$ cat src/rtl/instruction_fetch_stage_pkg.sv
// Shared pipeline definitions for the fetch front end and the decode stage.
//   - fetch_state_e : fetch controller state encoding
//   - if_id_t       : IF/ID pipeline bundle {pc, instruction, valid}
//   - RESET_PC_DEFAULT, IF_ADDR_WIDTH : default reset vector and address width
//   - next_word_addr / align_word : word-address helpers
package instruction_fetch_stage_pkg;

    localparam int unsigned IF_ADDR_WIDTH = 32;
    localparam logic [IF_ADDR_WIDTH-1:0] RESET_PC_DEFAULT = 32'h0000_0000;

    typedef enum logic [1:0] {
        FETCH   = 2'd0,
        HOLD    = 2'd1,
        DISCARD = 2'd2
    } fetch_state_e;

    typedef struct packed {
        logic [IF_ADDR_WIDTH-1:0] pc;
        logic [31:0]              instruction;
        logic                     valid;
    } if_id_t;

    // Sequential word address; wraps modulo 2^IF_ADDR_WIDTH.
    function automatic logic [IF_ADDR_WIDTH-1:0] next_word_addr(input logic [IF_ADDR_WIDTH-1:0] addr);
        return addr + 32'd4;
    endfunction

    // Force an address onto a word boundary.
    function automatic logic [IF_ADDR_WIDTH-1:0] align_word(input logic [IF_ADDR_WIDTH-1:0] addr);
        return addr & ~32'h0000_0003;
    endfunction

endpackage

$ cat src/rtl/instruction_fetch_stage_if_id_register.sv
// IF/ID pipeline register.
//   clk_i   : clock, rising edge
//   rst_ni  : asynchronous active-low reset, clears the bundle
//   load_i  : capture data_i
//   flush_i : clear to a bubble (wins over load_i)
//   data_i  : incoming IF/ID bundle
//   data_o  : registered IF/ID bundle
// With neither load_i nor flush_i the register holds its contents.
module instruction_fetch_stage_if_id_register
    import instruction_fetch_stage_pkg::*;
(
    input  logic   clk_i,
    input  logic   rst_ni,
    input  logic   load_i,
    input  logic   flush_i,
    input  if_id_t data_i,
    output if_id_t data_o
);

    if_id_t bundle_q;

    // Bundle storage: flush beats load, otherwise hold.
    always_ff @(posedge clk_i or negedge rst_ni) begin
        if (!rst_ni) begin
            bundle_q <= '0;
        end else if (flush_i) begin
            bundle_q <= '0;
        end else if (load_i) begin
            bundle_q <= data_i;
        end else begin
            bundle_q <= bundle_q;
        end
    end

    assign data_o = bundle_q;

endmodule

$ cat src/rtl/instruction_fetch_stage.sv
// Instruction fetch stage of the 5-stage ARM pipeline.
// Owns the PC, issues word fetches over a req/ready handshake, and feeds the
// decode stage through the IF/ID register. A one-entry skid buffer absorbs a
// response that lands while the pipe is frozen; a DISCARD state swallows the
// response of a request that was outstanding when a branch redirected.
//   clk            : clock, rising edge
//   rst            : asynchronous active-low reset
//   freeze         : hazard stall, hold PC and IF/ID
//   branchTaken    : single-cycle redirect pulse from EX (beats freeze)
//   branchAddr     : redirect target, low two bits ignored
//   imemReq        : fetch request (registered)
//   imemAddr       : fetch address, stable while a request is outstanding
//   imemRdata      : fetched word, valid when imemReady=1
//   imemReady      : one-cycle response strobe
//   pcOut          : IF/ID fetched address + 4
//   instructionOut : IF/ID instruction word
//   validOut       : IF/ID valid (0 = bubble)
module instruction_fetch_stage
    import instruction_fetch_stage_pkg::*;
#(
    parameter int unsigned             ADDR_WIDTH = IF_ADDR_WIDTH,
    parameter logic [ADDR_WIDTH-1:0]   RESET_PC   = RESET_PC_DEFAULT
)
(
    input  logic                  clk,
    input  logic                  rst,
    input  logic                  freeze,
    input  logic                  branchTaken,
    input  logic [ADDR_WIDTH-1:0] branchAddr,
    output logic                  imemReq,
    output logic [ADDR_WIDTH-1:0] imemAddr,
    input  logic [31:0]           imemRdata,
    input  logic                  imemReady,
    output logic [ADDR_WIDTH-1:0] pcOut,
    output logic [31:0]           instructionOut,
    output logic                  validOut
);

    fetch_state_e          state_q, state_d;
    logic [ADDR_WIDTH-1:0] pc_q, pc_d;
    logic [ADDR_WIDTH-1:0] req_addr_q, req_addr_d;
    logic                  req_q, req_d;
    logic                  skid_valid_q, skid_valid_d;
    logic [ADDR_WIDTH-1:0] skid_addr_q, skid_addr_d;
    logic [31:0]           skid_data_q, skid_data_d;

    logic                  resp_s;
    logic [ADDR_WIDTH-1:0] branch_tgt_s;
    logic                  ifid_load_s;
    logic                  ifid_flush_s;
    if_id_t                ifid_data_s;
    if_id_t                ifid_out_s;

    // A strobe only counts while our request is actually on the bus; this
    // also ignores anything seen in the first cycle after reset release.
    assign resp_s       = req_q & imemReady;
    assign branch_tgt_s = align_word(branchAddr);

    // Next-state, PC, skid and IF/ID control decode.
    always_comb begin
        state_d      = state_q;
        pc_d         = pc_q;
        req_addr_d   = req_addr_q;
        skid_valid_d = skid_valid_q;
        skid_addr_d  = skid_addr_q;
        skid_data_d  = skid_data_q;
        ifid_load_s  = 1'b0;
        ifid_flush_s = 1'b0;
        ifid_data_s  = '{pc: next_word_addr(req_addr_q), instruction: imemRdata, valid: 1'b1};

        if (branchTaken) begin
            ifid_flush_s = 1'b1;
            skid_valid_d = 1'b0;
            pc_d         = branch_tgt_s;
            // An outstanding request keeps its address; its response is
            // swallowed in DISCARD before the target is fetched.
            if (((state_q == FETCH) && req_q && !imemReady) ||
                ((state_q == DISCARD) && !imemReady)) begin
                state_d = DISCARD;
            end else begin
                state_d    = FETCH;
                req_addr_d = branch_tgt_s;
            end
        end else begin
            case (state_q)
                FETCH: begin
                    if (resp_s && freeze) begin
                        skid_valid_d = 1'b1;
                        skid_addr_d  = req_addr_q;
                        skid_data_d  = imemRdata;
                        state_d      = HOLD;
                    end else if (resp_s) begin
                        ifid_load_s = 1'b1;
                        pc_d        = next_word_addr(req_addr_q);
                        req_addr_d  = next_word_addr(req_addr_q);
                        state_d     = FETCH;
                    end else begin
                        state_d = FETCH;
                    end
                end
                HOLD: begin
                    if (!freeze) begin
                        ifid_load_s  = 1'b1;
                        ifid_data_s  = '{pc: next_word_addr(skid_addr_q), instruction: skid_data_q, valid: 1'b1};
                        pc_d         = next_word_addr(skid_addr_q);
                        req_addr_d   = next_word_addr(skid_addr_q);
                        skid_valid_d = 1'b0;
                        state_d      = FETCH;
                    end else begin
                        state_d = HOLD;
                    end
                end
                DISCARD: begin
                    if (resp_s) begin
                        req_addr_d = pc_q;
                        state_d    = FETCH;
                    end else begin
                        state_d = DISCARD;
                    end
                end
                default: begin
                    skid_valid_d = 1'b0;
                    req_addr_d   = pc_q;
                    state_d      = FETCH;
                end
            endcase
        end

        // Request is registered: it follows the state being entered.
        if (state_d == HOLD) begin
            req_d = 1'b0;
        end else begin
            req_d = 1'b1;
        end
    end

    // Fetch controller registers.
    always_ff @(posedge clk or negedge rst) begin
        if (!rst) begin
            state_q      <= FETCH;
            pc_q         <= RESET_PC;
            req_addr_q   <= RESET_PC;
            req_q        <= 1'b0;
            skid_valid_q <= 1'b0;
            skid_addr_q  <= '0;
            skid_data_q  <= 32'h0000_0000;
        end else begin
            state_q      <= state_d;
            pc_q         <= pc_d;
            req_addr_q   <= req_addr_d;
            req_q        <= req_d;
            skid_valid_q <= skid_valid_d;
            skid_addr_q  <= skid_addr_d;
            skid_data_q  <= skid_data_d;
        end
    end

    instruction_fetch_stage_if_id_register u_if_id (
        .clk_i   (clk),
        .rst_ni  (rst),
        .load_i  (ifid_load_s),
        .flush_i (ifid_flush_s),
        .data_i  (ifid_data_s),
        .data_o  (ifid_out_s)
    );

    assign imemReq        = req_q;
    assign imemAddr       = req_addr_q;
    assign pcOut          = ifid_out_s.pc;
    assign instructionOut = ifid_out_s.instruction;
    assign validOut       = ifid_out_s.valid;

endmodule

$ cat config.mk
export PLATFORM = sky130hd
export DESIGN_NAME = instruction_fetch_stage
export DESIGN_NICKNAME = d
export VERILOG_FILES = /design/src/rtl/instruction_fetch_stage_pkg.sv /design/src/rtl/instruction_fetch_stage_if_id_register.sv /design/src/rtl/instruction_fetch_stage.sv
export SDC_FILE = /design/constraint.sdc
export NUM_CORES = 1
export LEC_CHECK = 0
export ABC_AREA = 0
export BUFFER_PORTS_ARGS = -buffer_cell sky130_fd_sc_hd__clkbuf_2
export CAP_MARGIN = 20
export CELL_PAD_IN_SITES_DETAIL_PLACEMENT = 0
export CELL_PAD_IN_SITES_GLOBAL_PLACEMENT = 1
export CORE_ASPECT_RATIO = 0.9
export CORE_MARGIN = 1.5
export CORE_UTILIZATION = 47
export DETAILED_ROUTE_END_ITERATION = 10
export PLACE_DENSITY_LB_ADDON = 0.15
export SYNTH_ARGS = -nofsm -noshare
export SYNTH_HDL_FRONTEND = slang
export SYNTH_SLANG_ARGS = --single-unit
$ cat constraint.sdc
create_clock -name clk -period 3.2 [get_ports clk]
set_input_delay 0 -clock clk [delete_from_list [all_inputs] [get_ports clk]]
set_output_delay 0 -clock clk [all_outputs]
set_load 0.03 [all_outputs]
# Word-level counts from Yosys, hierarchy flattened
# Cells that the tools add are included.
[totals]
inputBits = 69
elab_cells = 60
ff_bits = 196
output_inout_bits = 98
[op_classes]
n_eq_ne = 8
reduce_logical = 12
mux = 27
addsub = 2
bitwise_logic = 2
[ops]
columns = ["op", "n"]
rows = [
  ["$mux W65", 5],
  ["$mux W32", 7],
  ["$pmux W32 S3", 1],
  ["$add A32 B3 Y32 const B", 2],
  ["$pmux W32 S2", 1],
  ["$ne A3 B3 Y1 const B", 4],
  ["$mux W1", 8],
  ["$mux W2", 3],
  ["$pmux W2 S3", 1],
  ["$reduce_and A5 Y1", 1],
  ["$eq A2 B1 Y1 const B", 2],
  ["$logic_and A1 B1 Y1", 4],
  ["$reduce_and A4 Y1", 1],
  ["$reduce_and A3 Y1", 1],
  ["$reduce_bool A3 Y1", 1],
  ["$eq A2 B2 Y1 const B", 1],
  ["$logic_not A2 Y1", 1],
  ["$ne A2 B2 Y1 const B", 1],
  ["$pmux W1 S2", 1],
  ["$reduce_bool A2 Y1", 1],
  ["$and A1 B1 Y1", 1],
  ["$logic_not A1 Y1", 1],
  ["$logic_or A1 B1 Y1", 1],
  ["$not A1 Y1", 1],
]

# Logic depth before layout (Yosys ltp)
# Gate-level depths: netlist (run 1).
[depth]
ltp_word = 8
depth_mapped = 9
mapped_depth_nobuf = 7

# By module
# From an unflattened synthesis (run 1), not the netlist that was laid out.
[hier_totals]
hier_cells = 1129
area_unflattened_um2 = 10649.0
[modules_own_cells]
columns = ["mod", "area_each_um2", "seq_area_each_um2", "n_inst", "cells_per_inst"]
rows = [
  ["instruction_fetch_stage", 7981.4, 3278.1, 1, 920],
  ["instruction_fetch_stage_if_id_register", 2667.6, 1626.6, 1, 209],
]

# Least setup slack after synthesis (run 1)
# No wires, ideal clock.
[synth_path]
path_kind = "flip-flop to flip-flop"
start = "reg req_addr_q[19], in the netlist imemAddr[19]"
end = "reg pc_q[25]"
setup_time_ns = 0.126
period_less_slack_ns = 2.259
required_ns = 3.074
t_arrival_ns = 2.133
n_path_buf = 2
stages_incl_launch_ff = 9
path_slack_ns = 0.941
cell_sequence = "dfrtp_1 > buf_4 > and4_1 > buf_6 > nand4_4 > or4_1 > xor2_1 > a211oi_2 > a221o_1"
[synth_via]
elab_chain_len = 5
[synth_rtl]
columns = ["element", "line_no", "source"]
rows = [
  ["start: declaration", "instruction_fetch_stage.sv:41", "logic [ADDR_WIDTH-1:0] req_addr_q, req_addr_d;"],
  ["start signal: assignment", "instruction_fetch_stage.sv:150", "req_addr_q <= req_addr_d;"],
  ["$add A32 B3 Y32", "instruction_fetch_stage_pkg.sv:25", "return addr + 32'd4;"],
  ["$mux W32", "instruction_fetch_stage.sv:92", "end else if (resp_s) begin"],
  ["$mux W32", "instruction_fetch_stage.sv:87", "if (resp_s && freeze) begin"],
  ["$pmux W32 S2", "instruction_fetch_stage.sv:85", "case (state_q)"],
  ["$mux W32", "instruction_fetch_stage.sv:71", "if (branchTaken) begin"],
  ["end signal: assignment", "instruction_fetch_stage.sv:149", "pc_q <= pc_d;"],
  ["end: declaration", "instruction_fetch_stage.sv:40", "logic [ADDR_WIDTH-1:0] pc_q, pc_d;"],
]
# Every way passes these cells. The select of a mux whose other input is x is not followed.
# A chain may end at the register's enable or synchronous reset.

# Worst setup path after layout (run 1)
[layout_path]
start = "reg skid_addr_q[2]"
end = "reg req_addr_q[26], in the netlist imemAddr[26]"
[layout_via]
elab_chain_len = 4
[layout_rtl]
columns = ["element", "line_no", "source"]
rows = [
  ["start: declaration", "instruction_fetch_stage.sv:44", "logic [ADDR_WIDTH-1:0] skid_addr_q, skid_addr_d;"],
  ["start signal: assignment", "instruction_fetch_stage.sv:153", "skid_addr_q <= skid_addr_d;"],
  ["$add A32 B3 Y32", "instruction_fetch_stage_pkg.sv:25", ""],
  ["$mux W32", "instruction_fetch_stage.sv:102", "if (!freeze) begin"],
  ["$pmux W32 S3", "instruction_fetch_stage.sv:85", ""],
  ["$mux W32", "instruction_fetch_stage.sv:71", ""],
]
# Every way passes these cells. The select of a mux whose other input is x is not followed.

==> results of run 1 <==
==> layer usage <==
| layer | up-vias | track usage [%] | share of wire, % |
|---|---|---|---|
| li1 | 4246 | - | - |
| met1 | 4527 | 44.7 | 47 |
| met2 | 399 | 43.2 | 45 |
| met3 | 27 | 5.24 | 7.1 |
| met4 | 0 | 6.10 | 1.1 |
| met5 | - | 0 | 0 |
==> metrics by stage <==
step | cells | utilization [%]
2_1_floorplan | 1052 | -
3_3_place_gp | 1469 | 54.5
3_5_place_dp | 1469 | 54.5
4_1_cts | 1565 | 60.3
5_1_grt | 1565 | 60.3
6_report | 1565 | 60.3
==> layout make-up <==
type | instances | share of cell area [%]
multi-input combinational | 767 | 38.7
sequential | 196 | 38.7
timing repair buffer | 274 | 15.0
clock buffer | 17 | 3.36
tap | 286 | 2.82
clock inverter | 14 | 1.11
inverter | 11 | 0.326
==> final timing paths <==
path | slack, ps | end
setup / recovery | 650 | imemAddr[26]$_DFFE_PN0P_
hold / removal | 90 | u_if_id.data_o[37]$_DFFE_PN0P_
setup reg to reg | 650 | imemAddr[26]$_DFFE_PN0P_
hold reg to reg | 480 | u_if_id.data_o[56]$_DFFE_PN0P_
max in group asynchronous | 2130 | skid_addr_q[3]$_DFFE_PN0P_
min in group asynchronous | 190 | u_if_id.data_o[24]$_DFFE_PN0P_
==> registers in the layout, indices dropped and copies added (netlist names) <==
name,flops
imemReq,1
skid_data_q,32
pc_q,32
imemAddr,32
skid_addr_q,32
u_if_id.data_o,65
state_q,2
==> report_power, final <==
group          internal [W]  total, W  switching, W
clock network       0.00103   0.00211       0.00108
logic              0.000907   0.00221       0.00131
registers           0.00296   0.00359      0.000629
total               0.00490   0.00792       0.00301
==> kinds of logic (layout without fill, tap and decap cells) <==
logic type                 after synthesis  in the layout  share of synthesized area (%)
AOI/OAI and AO/OA                      249            249                           16.9
DFF                                    196            196                           48.2
buffers and inverters                   89            316                           3.74
and+or+nand+nor                        387            387                           17.9
adders and majority gates                2              2                          0.246
muxes                                   78             78                           8.50
xor gates and xnor gates                51             51                           4.39
==> layout by cell type, fill, tap and decap left out, types with 7 or more instances in the layout <==
cell type / Yosys / final
o22ai_1: 11 / 11
clkbuf_16: 0 / 17
a31oi_1: 7 / 7
nor3_1: 19 / 19
mux2i_1: 11 / 11
clkbuf_2: 0 / 162
and3_1: 12 / 12
dfrtp_1: 196 / 196
mux2_2: 67 / 67
or3_1: 13 / 13
xor2_1: 20 / 20
xnor2_1: 31 / 31
buf_4: 2 / 40
nor2_1: 91 / 89
nand2_1: 155 / 155
o211ai_1: 9 / 9
dlygate4sd3_1: 0 / 65
inv_1: 10 / 10
nand4_1: 22 / 22
o21a_1: 11 / 11
a22oi_1: 9 / 9
nand3_1: 32 / 32
a211oi_1: 11 / 11
o21ai_0: 43 / 42
a221o_1: 8 / 8
a21o_1: 7 / 7
a311oi_1: 32 / 32
a21oi_1: 55 / 55
==> timing repair <==
action / in CTS / in global routing
setup buffers: 0 / 0
endpoints found under the hold margin: 209 / 0
hold buffers: 65 / 0
setup endpoints to repair: 0 / 0
==> results.toml, run 1 <==
[synthesis]
yosys_warnings = 0
syn_avg_cell_area_sq_um = 9.66
synth_common_cells = "dfrtp_1 (196), nand2_1 (155), nor2_1 (91)"
syn-num-nets = 1123
synth.largest_area_cell = "dfrtp_1"
synth_cells = 1052
synth.top_cell.area_share_pct = 48.2
synth-async-reset-ratio_pct = 100
synth-seq-area-share_pct = 48.2
dominant_cell_by_count_in_the_synthesized_netlist = "dfrtp_1"
synthFlopType = "dfrtp_1"
netlist-cell-type-count = 68
number_of_flops_mapped_to_enable_cells_by_yosys = 0
syn-cell-area_sq_um = 10200
synthTopCellsByArea = "dfrtp_1 (48%), mux2_2 (7.4%), nand2_1 (5.7%), nor2_1 (3.4%), a311oi_1 (2.8%)"
postSynthRegisterBits = 196

[finish]
multiInputGateArea_sq_um = 4910
layout.filler_cells = 1863
area.sequential_sq_um = 4900
final_layout_size_suffix_gt1_share_pct = 25.6
flow.area_growth_from_synthesis_pct = 24.7
num_antenna_cells = 0
design.final.nets = 1338
fin_area_sq_um = 12700

[route]
post_drt_via_cell_ratio = 5.88
dr_total_vias = 9199
finalWirelength_mm = 32.0
detailed_routing_iterations_pass_1 = 8
drc = 0
drtIter0Drc = 806
detail-route-antenna-nets = 0
average_wire_length_per_cell_after_detail_routing_um = 20.5

[global_routing]
gr_util_all_layers_pct = 29.2
number_of_antenna_violations_at_the_first_check_in_global_routing = 0
maximum_number_of_pins_on_one_net_before_global_route_repair = 94
grt_first_pass_wirelength_mm = 49.6
number_of_global_route_vias_before_repair = 8595
total_grt_overflow = 0

[outcome]
run_status = "finished clean"

[clocking]
post_cts_resize_count = 0
clk_pin_slew_ps = 70
numClockSinks = 196
tritoncts.num_buffers = 17
clk_root_buffer_cell = "clkbuf_16"
tritoncts_clock_tree = "yes"
clock_latency_ps = 440
cts-htree-levels = 4
max-clock-path-buffers = 2

[worst_setup_path]
critical_path.max_stage_delay_ps = 510
timing.critical_path.from_type = "flop"
critPathArrivalTime_ps = 2870
worst-path-stages = 7
cp_top_family = "simple AND/OR/NAND/NOR gates"
end_kind = "flop"
critPathBufInv = 0
cell_chain_of_the_critical_path = "ha_1 -> nand4_1 -> nor3_2 -> nand3_1 -> a32oi_1 -> o311ai_1 -> a31o_2"
worst_path_max_delay_cell = "dfrtp_1"
setup.worst_path.start = "skid_addr_q[2]$_DFFE_PN0P_"
criticalPathCategory = "reg2reg"
crit_required_ps = 3530
regToRegStartpoint = "skid_addr_q[2]$_DFFE_PN0P_"
path_max_fanout = 6
reg2reg_depth = 7

[sta]
worst_slew_margin_relative_to_its_limit_pct = 45.9
final-hold-violation-count = 0
max_freq_mhz = 393
worst_clock_skew_ps = 10.2
worst_max_slew_pin_slew_ps = 812
postLayoutSetupSlackWorst_ps = 654
min_period_over_period_pct = 79.6
final-max-slew-violation-count = 0
fin_hold_ws_ps = 88.8
period_minus_slack_ps = 2550
fin_setup_tns_ps = 0
grt_setup_unrepaired = "false"
setup_viol = 0

[floorplanning]
initial_core_util_pct = 48.4
die_width_um = 158
placementRows = 50
core_sq_um = 21000
ioPinCount = 167
design.die.area_sq_um = 22500
die_h_um = 143

[worst_hold_path]
hp-start = "branchTaken"
hold_path_depth = 2
hold_path_class = "in2reg"

[power_and_ir_drop]
leakagePower_nw = 5.58
cellPowerDensity_nw_per_um2 = 625
p_total_w = 0.00792
vdd.ir_drop.worst_uv = 379

[placement]
hpwl_mm = 21.9
placement.cell_area_sq_um = 11500
pre_cts_slack_ps = 771
finalWeightedCongestion = 0.920
io_buffers = 164

[flow_run]
max_cap_viol_count = 0
Note: power is estimated with default switching activity, not from simulation.
==> run 2: changes to the inputs <==
Settings changed: ABC_AREA 0 to 1, CORE_UTILIZATION 47 to 41.
Clock period 3.2 ns to 2.49 ns, I/O delays scaled along.
==> run 2 against run 1 <==
Register-to-register slack worse by 370 ps. First-iteration DRC count up 27%. Worst setup slack worse by 370 ps. Combinational power up 55%. Sequential power up 26%. Sequential share of layout area down 2.3 points. Worst hold slack better by 16 ps. Die area up 21%. Critical endpoint is now imemAddr[16]$_DFFE_PN0P_. Largest cell class unchanged.
==> results.toml, run 2 <==
[synthesis]
postSynthRegisterBits = 196
synth.largest_area_cell = "dfrtp_1"
synth_cells = 1548
dominant_cell_by_count_in_the_synthesized_netlist = "nand2_1"
synth-async-reset-ratio_pct = 100
synth.top_cell.area_share_pct = 45.5
netlist-cell-type-count = 34
synth_common_cells = "nand2_1 (561), nor2_1 (250), dfrtp_1 (196)"
syn_avg_cell_area_sq_um = 6.96
synthTopCellsByArea = "dfrtp_1 (46%), nand2_1 (20%), nor2_1 (8.7%), o21ai_0 (4.6%), inv_1 (3.6%)"
syn-cell-area_sq_um = 10800
synthFlopType = "dfrtp_1"
number_of_flops_mapped_to_enable_cells_by_yosys = 0
synth-seq-area-share_pct = 45.5
yosys_warnings = 0
syn-num-nets = 1619

[sta]
max_freq_mhz = 454
final-hold-violation-count = 0
period_minus_slack_ps = 2200
final-max-slew-violation-count = 0
setup_viol = 0
worst_clock_skew_ps = 15.6
min_period_over_period_pct = 88.5
fin_hold_ws_ps = 105
postLayoutSetupSlackWorst_ps = 286
worst_slew_margin_relative_to_its_limit_pct = 47.7
grt_setup_unrepaired = "false"
fin_setup_tns_ps = 0
worst_max_slew_pin_slew_ps = 785

[clocking]
cts_post_setup_buffers_inserted = 0
ctsHoldBuffers = 64
cts-htree-levels = 4
numClockSinks = 196
clk_root_buffer_cell = "clkbuf_16"
clk_pin_slew_ps = 80
clock_latency_ps = 450
post_cts_resize_count = 0
max-clock-path-buffers = 2
tritoncts_clock_tree = "yes"
tritoncts.num_buffers = 17

[power_and_ir_drop]
comb_power_share_pct = 31.5
p_int_w = 0.00643
leakagePower_nw = 6.86
part_of_the_total_power_dissipated_in_sequential_elements_pct = 41.6
power_switching_w = 0.00443
p_total_w = 0.0109
net_switching_share_of_the_total_power_pct = 40.8
vdd.ir_drop.worst_uv = 431
cellPowerDensity_nw_per_um2 = 807
power.clock.fraction_pct = 26.9

[worst_setup_path]
setup.worst_path.start = "skid_addr_q[2]$_DFFE_PN0P_"
path_max_fanout = 5
regToRegStartpoint = "skid_addr_q[2]$_DFFE_PN0P_"
critPathArrivalTime_ps = 2580
end_kind = "flop"
criticalPathCategory = "reg2reg"
crit_required_ps = 2870
timing.critical_path.from_type = "flop"

[global_routing]
grtUsageMet2_pct = 45.1
met3_global_route_usage_pct = 5.61
number_of_antenna_violations_at_the_first_check_in_global_routing = 0
globalRoute.busiestLayer = "met1"
grt_first_pass_wirelength_mm = 61.8
grt_util_met1_pct = 45.5
total_grt_overflow = 0
maximum_number_of_pins_on_one_net_before_global_route_repair = 79
gr_util_all_layers_pct = 30.4
number_of_global_route_vias_before_repair = 10300

[finish]
largest_reg_flops = 65
layout.filler_cells = 2610
final_layout_size_suffix_gt1_share_pct = 14.6
design.final.nets = 1844
final_cell_mix = "nand2_1 (561), nor2_1 (249), dfrtp_1 (196)"
area.sequential_sq_um = 4900
fin_util_pct = 51.9
final_common_cell = "nand2_1"
multiInputGateArea_sq_um = 5170
flow.area_growth_from_synthesis_pct = 24.9
num_antenna_cells = 0

[route]
detail-route-antenna-nets = 0
drc = 0
post_drt_via_cell_ratio = 5.20
dr_total_vias = 11100
detailed_routing_iterations_pass_1 = 10
finalWirelength_mm = 40.6
average_wire_length_per_cell_after_detail_routing_um = 19.1
drtIter0Drc = 1022

[floorplanning]
ioPinCount = 167
core_sq_um = 25900
design.die.area_sq_um = 27300
die_h_um = 157
initial_core_util_pct = 41.5
die_width_um = 174
placementRows = 56

[placement]
pre_cts_slack_ps = 315
hpwl_mm = 28.9
io_buffers = 164
finalWeightedCongestion = 0.909

[outcome]
run_status = "finished clean"

[flow_run]
max_cap_viol_count = 0

[worst_hold_path]
hold_path_class = "in2async"
-- run 2: cell types whose count changed in the layout (fill, tap and decap cells not counted), moves of 12 or more --
cell / delta
or3_1: -13
and3_1: -12
inv_1: +93
o31ai_1: +28
a311oi_1: -32
o21ai_0: +56
nand4_1: -14
nor2_1: +160
nor3_1: -16
nand2_1: +406
mux2_2: -67
xnor2_1: -24
nand3_1: +45
-- run 2: path summary, 6_finish.rpt --
path	to	cells after the start	slack, ps
min	skid_data_q[20]$_DFFE_PN0P_	2	100
max in group asynchronous	imemAddr[1]$_DFFE_PN0P_	4	1460
min reg2reg	skid_data_q[1]$_DFFE_PN0P_	2	480
min in group clk	u_if_id.data_o[61]$_DFFE_PN0P_	5	130
max reg2reg	imemAddr[16]$_DFFE_PN0P_	10	290
max	imemAddr[16]$_DFFE_PN0P_	10	290
-- run 2: power groups by stage --
stage,logic (W),clock network (W),registers (W)
CTS,0.00339,0.00297,0.00449
global route,0.00377,0.00306,0.00460
detailed placement,0.00330,0,0.00455
global placement,0.00327,0,0.00454
finish,0.00342,0.00292,0.00452
floorplan,0.00167,0,0.00472
-- run 2: stage by stage --
stage                     cell area, sq um  std cells
after floorplan                      10800       1548
after global placement               12200       2038
after detailed placement             12200       2038
after CTS                            13500       2133
after global routing                 13500       2133
final                                13500       2133
-- run 2: worst max-delay path, cell delays in order, from the launching register on --
cell and delay, ps:
dfrtp_1 410, ha_1 210, nand3_1 250, nor2_1 380
nand3_1 160, xnor2_1 230, buf_4 190, nand2_1 50
nand3_1 70, nand2_1 60, a21oi_1 130
-- run 2: cell families (layout without fill, tap and decap cells) --
kind of cell,after synthesis,after routing,synth area share [%]
compound gates,227,227,11.9
xor+xnor,23,23,1.87
fa+ha+maj,2,2,0.232
buf+inv,180,417,6.57
flops,196,196,45.5
simple gates,920,920,33.9
-- run 2: layout make-up --
cell class / instances / area share, %
Clock buffer: 19 / 3.37
Clock inverter: 12 / 1.07
Inverter: 111 / 3.11
Multi-Input combinational cell: 1172 / 38.4
Sequential cell: 196 / 36.4
Tap cell: 348 / 3.24
Timing Repair Buffer: 275 / 14.4
-- run 2: routing by layer --
layer	routed length, um	vias up
met5	0	-
met4	631	0
met3	2940	39
met2	17600	415
met1	19500	5253
li1	-	5380
==> run 3: changes to the inputs <==
Settings changed: CORE_UTILIZATION 41 to 42, CTS_BUF_LIST from default to sky130_fd_sc_hd__clkbuf_8, CTS_CLUSTER_DIAMETER from default to 200.
==> run 3 against run 2 <==
Final cell count about the same. Critical endpoint is now imemAddr[2]$_DFFE_PN0P_. Global-route usage decreased by 0.19 points. Cell area decreased by 1.2%. Combinational power decreased by 4%. Via count decreased by 0.24%. Count of clock-buffer cells in the layout increased by 1. Register-to-register slack got worse by 140 ps. Sequential power about the same. Total power decreased by 8.1%.
==> results.toml, run 3 (synthesis gave the netlist of run 2 again) <==
[outcome]
run_status = "finished clean"

[sta]
period_minus_slack_ps = 2340
grt_setup_unrepaired = "false"
worst_max_slew_pin_slew_ps = 634
max_freq_mhz = 427
min_period_over_period_pct = 94.0
worst_clock_skew_ps = 25.2
fin_setup_tns_ps = 0
worst_slew_margin_relative_to_its_limit_pct = 57.7
final-hold-violation-count = 0
final-max-slew-violation-count = 0
setup_viol = 0

[global_routing]
number_of_global_route_vias_before_repair = 10300
number_of_antenna_violations_at_the_first_check_in_global_routing = 0
maximum_number_of_pins_on_one_net_before_global_route_repair = 79
total_grt_overflow = 0
gr_util_all_layers_pct = 30.2
grt_first_pass_wirelength_mm = 59.7

[floorplanning]
die_width_um = 172
core_sq_um = 25200
ioPinCount = 167
die_h_um = 155
design.die.area_sq_um = 26600
placementRows = 55
initial_core_util_pct = 42.8

[finish]
flow.area_growth_from_synthesis_pct = 23.4
largest_reg_flops = 65
final_layout_size_suffix_gt1_share_pct = 14.6
final-instance-count-excl-fill = 2132
num_antenna_cells = 0
final_cell_mix = "nand2_1 (561), nor2_1 (248), dfrtp_1 (195)"
layout.filler_cells = 2593
fin_util_pct = 52.8
design.final.nets = 1848
final_common_cell = "nand2_1"

[power_and_ir_drop]
p_int_w = 0.00575
power_switching_w = 0.00422
cellPowerDensity_nw_per_um2 = 750
part_of_the_total_power_dissipated_in_sequential_elements_pct = 45.3
net_switching_share_of_the_total_power_pct = 42.3
power.clock.fraction_pct = 21.6
comb_power_share_pct = 33.0
leakagePower_nw = 6.77
vdd.ir_drop.worst_uv = 538
p_total_w = 0.00997

[worst_setup_path]
end_kind = "flop"
path_max_fanout = 11
timing.critical_path.from_type = "flop"
crit_required_ps = 2930
regToRegStartpoint = "state_q[1]$_DFF_PN0_"
criticalPathCategory = "reg2reg"
critPathArrivalTime_ps = 2780
setup.worst_path.start = "state_q[1]$_DFF_PN0_"

[route]
detailed_routing_iterations_pass_1 = 6
post_drt_via_cell_ratio = 5.19
wl_met1_mm = 18.5
drtIter0Drc = 1108
finalWirelength_mm = 38.9
detail-route-antenna-nets = 0
average_wire_length_per_cell_after_detail_routing_um = 18.2
detailroute.wirelength.met2_mm = 16.7
met3RoutedLength_mm = 3.01
drc = 0
dr_total_vias = 11100
routed.top_layer = "met4"

[placement]
post-place-cells = 2029
finalWeightedCongestion = 0.974
io_buffers = 164
hpwl_mm = 26.8

[worst_hold_path]
hp-start = "freeze"
hold_path_class = "in2reg"

[clocking]
clk_root_buffer_cell = "clkbuf_8"
max-clock-path-buffers = 2
cts_post_setup_buffers_inserted = 0
cts-htree-levels = 4
clock_latency_ps = 500
tritoncts_clock_tree = "yes"
numClockSinks = 196
clk_pin_slew_ps = 110
tritoncts.num_buffers = 17

[flow_run]
max_cap_viol_count = 0
[run 3: per-stage QoR]
step | setup slack, ps | hold WS, ps | instance area, sq um
floorplan | 532 | -296 | 10800
global placement | 282 | 75.0 | 12200
detailed placement | 287 | 81.1 | 12200
CTS | 28.6 | 54.6 | 13300
global route | 24.5 | 82.2 | 13300
finish | 149 | 81.4 | 13300
[run 3: cell type report]
cell class              instances  area (sq um)  area share [%]
multi-input cells            1172          5170            38.9
flip-flops and latches        196          4910            36.9
repair buffers                279          1970            14.8
well taps                     342           428            3.22
inverters                     111           423            3.18
clock buffers                  20           275            2.07
clock inverters                12           120           0.903
[run 3: per-layer routing]
layer | track usage, % | vias up
li1 | - | 5366
met2 | 44.5 | 416
met5 | 0 | -
met1 | 44.8 | 5240
met4 | 7.62 | 0
met3 | 6.49 | 38
[run 3: path summary, 6_finish.rpt]
path / end / slack (ps) / cells past startpoint
worst min-delay path: u_if_id.data_o[38]$_DFFE_PN0P_ / 80 / 4
min in group asynchronous: skid_data_q[21]$_DFFE_PN0P_ / 90 / 2
worst max register to register: imemAddr[2]$_DFFE_PN0P_ / 150 / 10
max in group asynchronous: pc_q[11]$_DFFE_PN0P_ / 1480 / 3
worst min register to register: skid_data_q[29]$_DFFE_PN0P_ / 480 / 2
worst max-delay path: imemAddr[2]$_DFFE_PN0P_ / 150 / 10
[run 3: worst max-delay path, stage by stage (launching register included)]
cell and delay, ps:
dfrtp_2 500, nor2_4 70, nand2_2 100, inv_1 120, a21oi_1 210, nand3_2 140, inv_4 150, buf_4 200
nor2_1 60, a31oi_1 160, dlygate4sd3_1 580
[run 3: power groups by stage]
| stage | clock (W) | combinational [W] | sequential, W |
|---|---|---|---|
| 2_1_floorplan | 0 | 0.00167 | 0.00472 |
| 3_3_place_gp | 0 | 0.00312 | 0.00455 |
| 3_5_place_dp | 0 | 0.00315 | 0.00455 |
| 4_1_cts | 0.00221 | 0.00326 | 0.00449 |
| 5_1_grt | 0.00232 | 0.00365 | 0.00460 |
| 6_report | 0.00216 | 0.00329 | 0.00452 |
[run 3: repair_timing]
action,CTS,global route
hold endpoints to repair,232,0
hold buffers,71,0
endpoints found under the setup margin,0,3
gates resized for setup,0,6
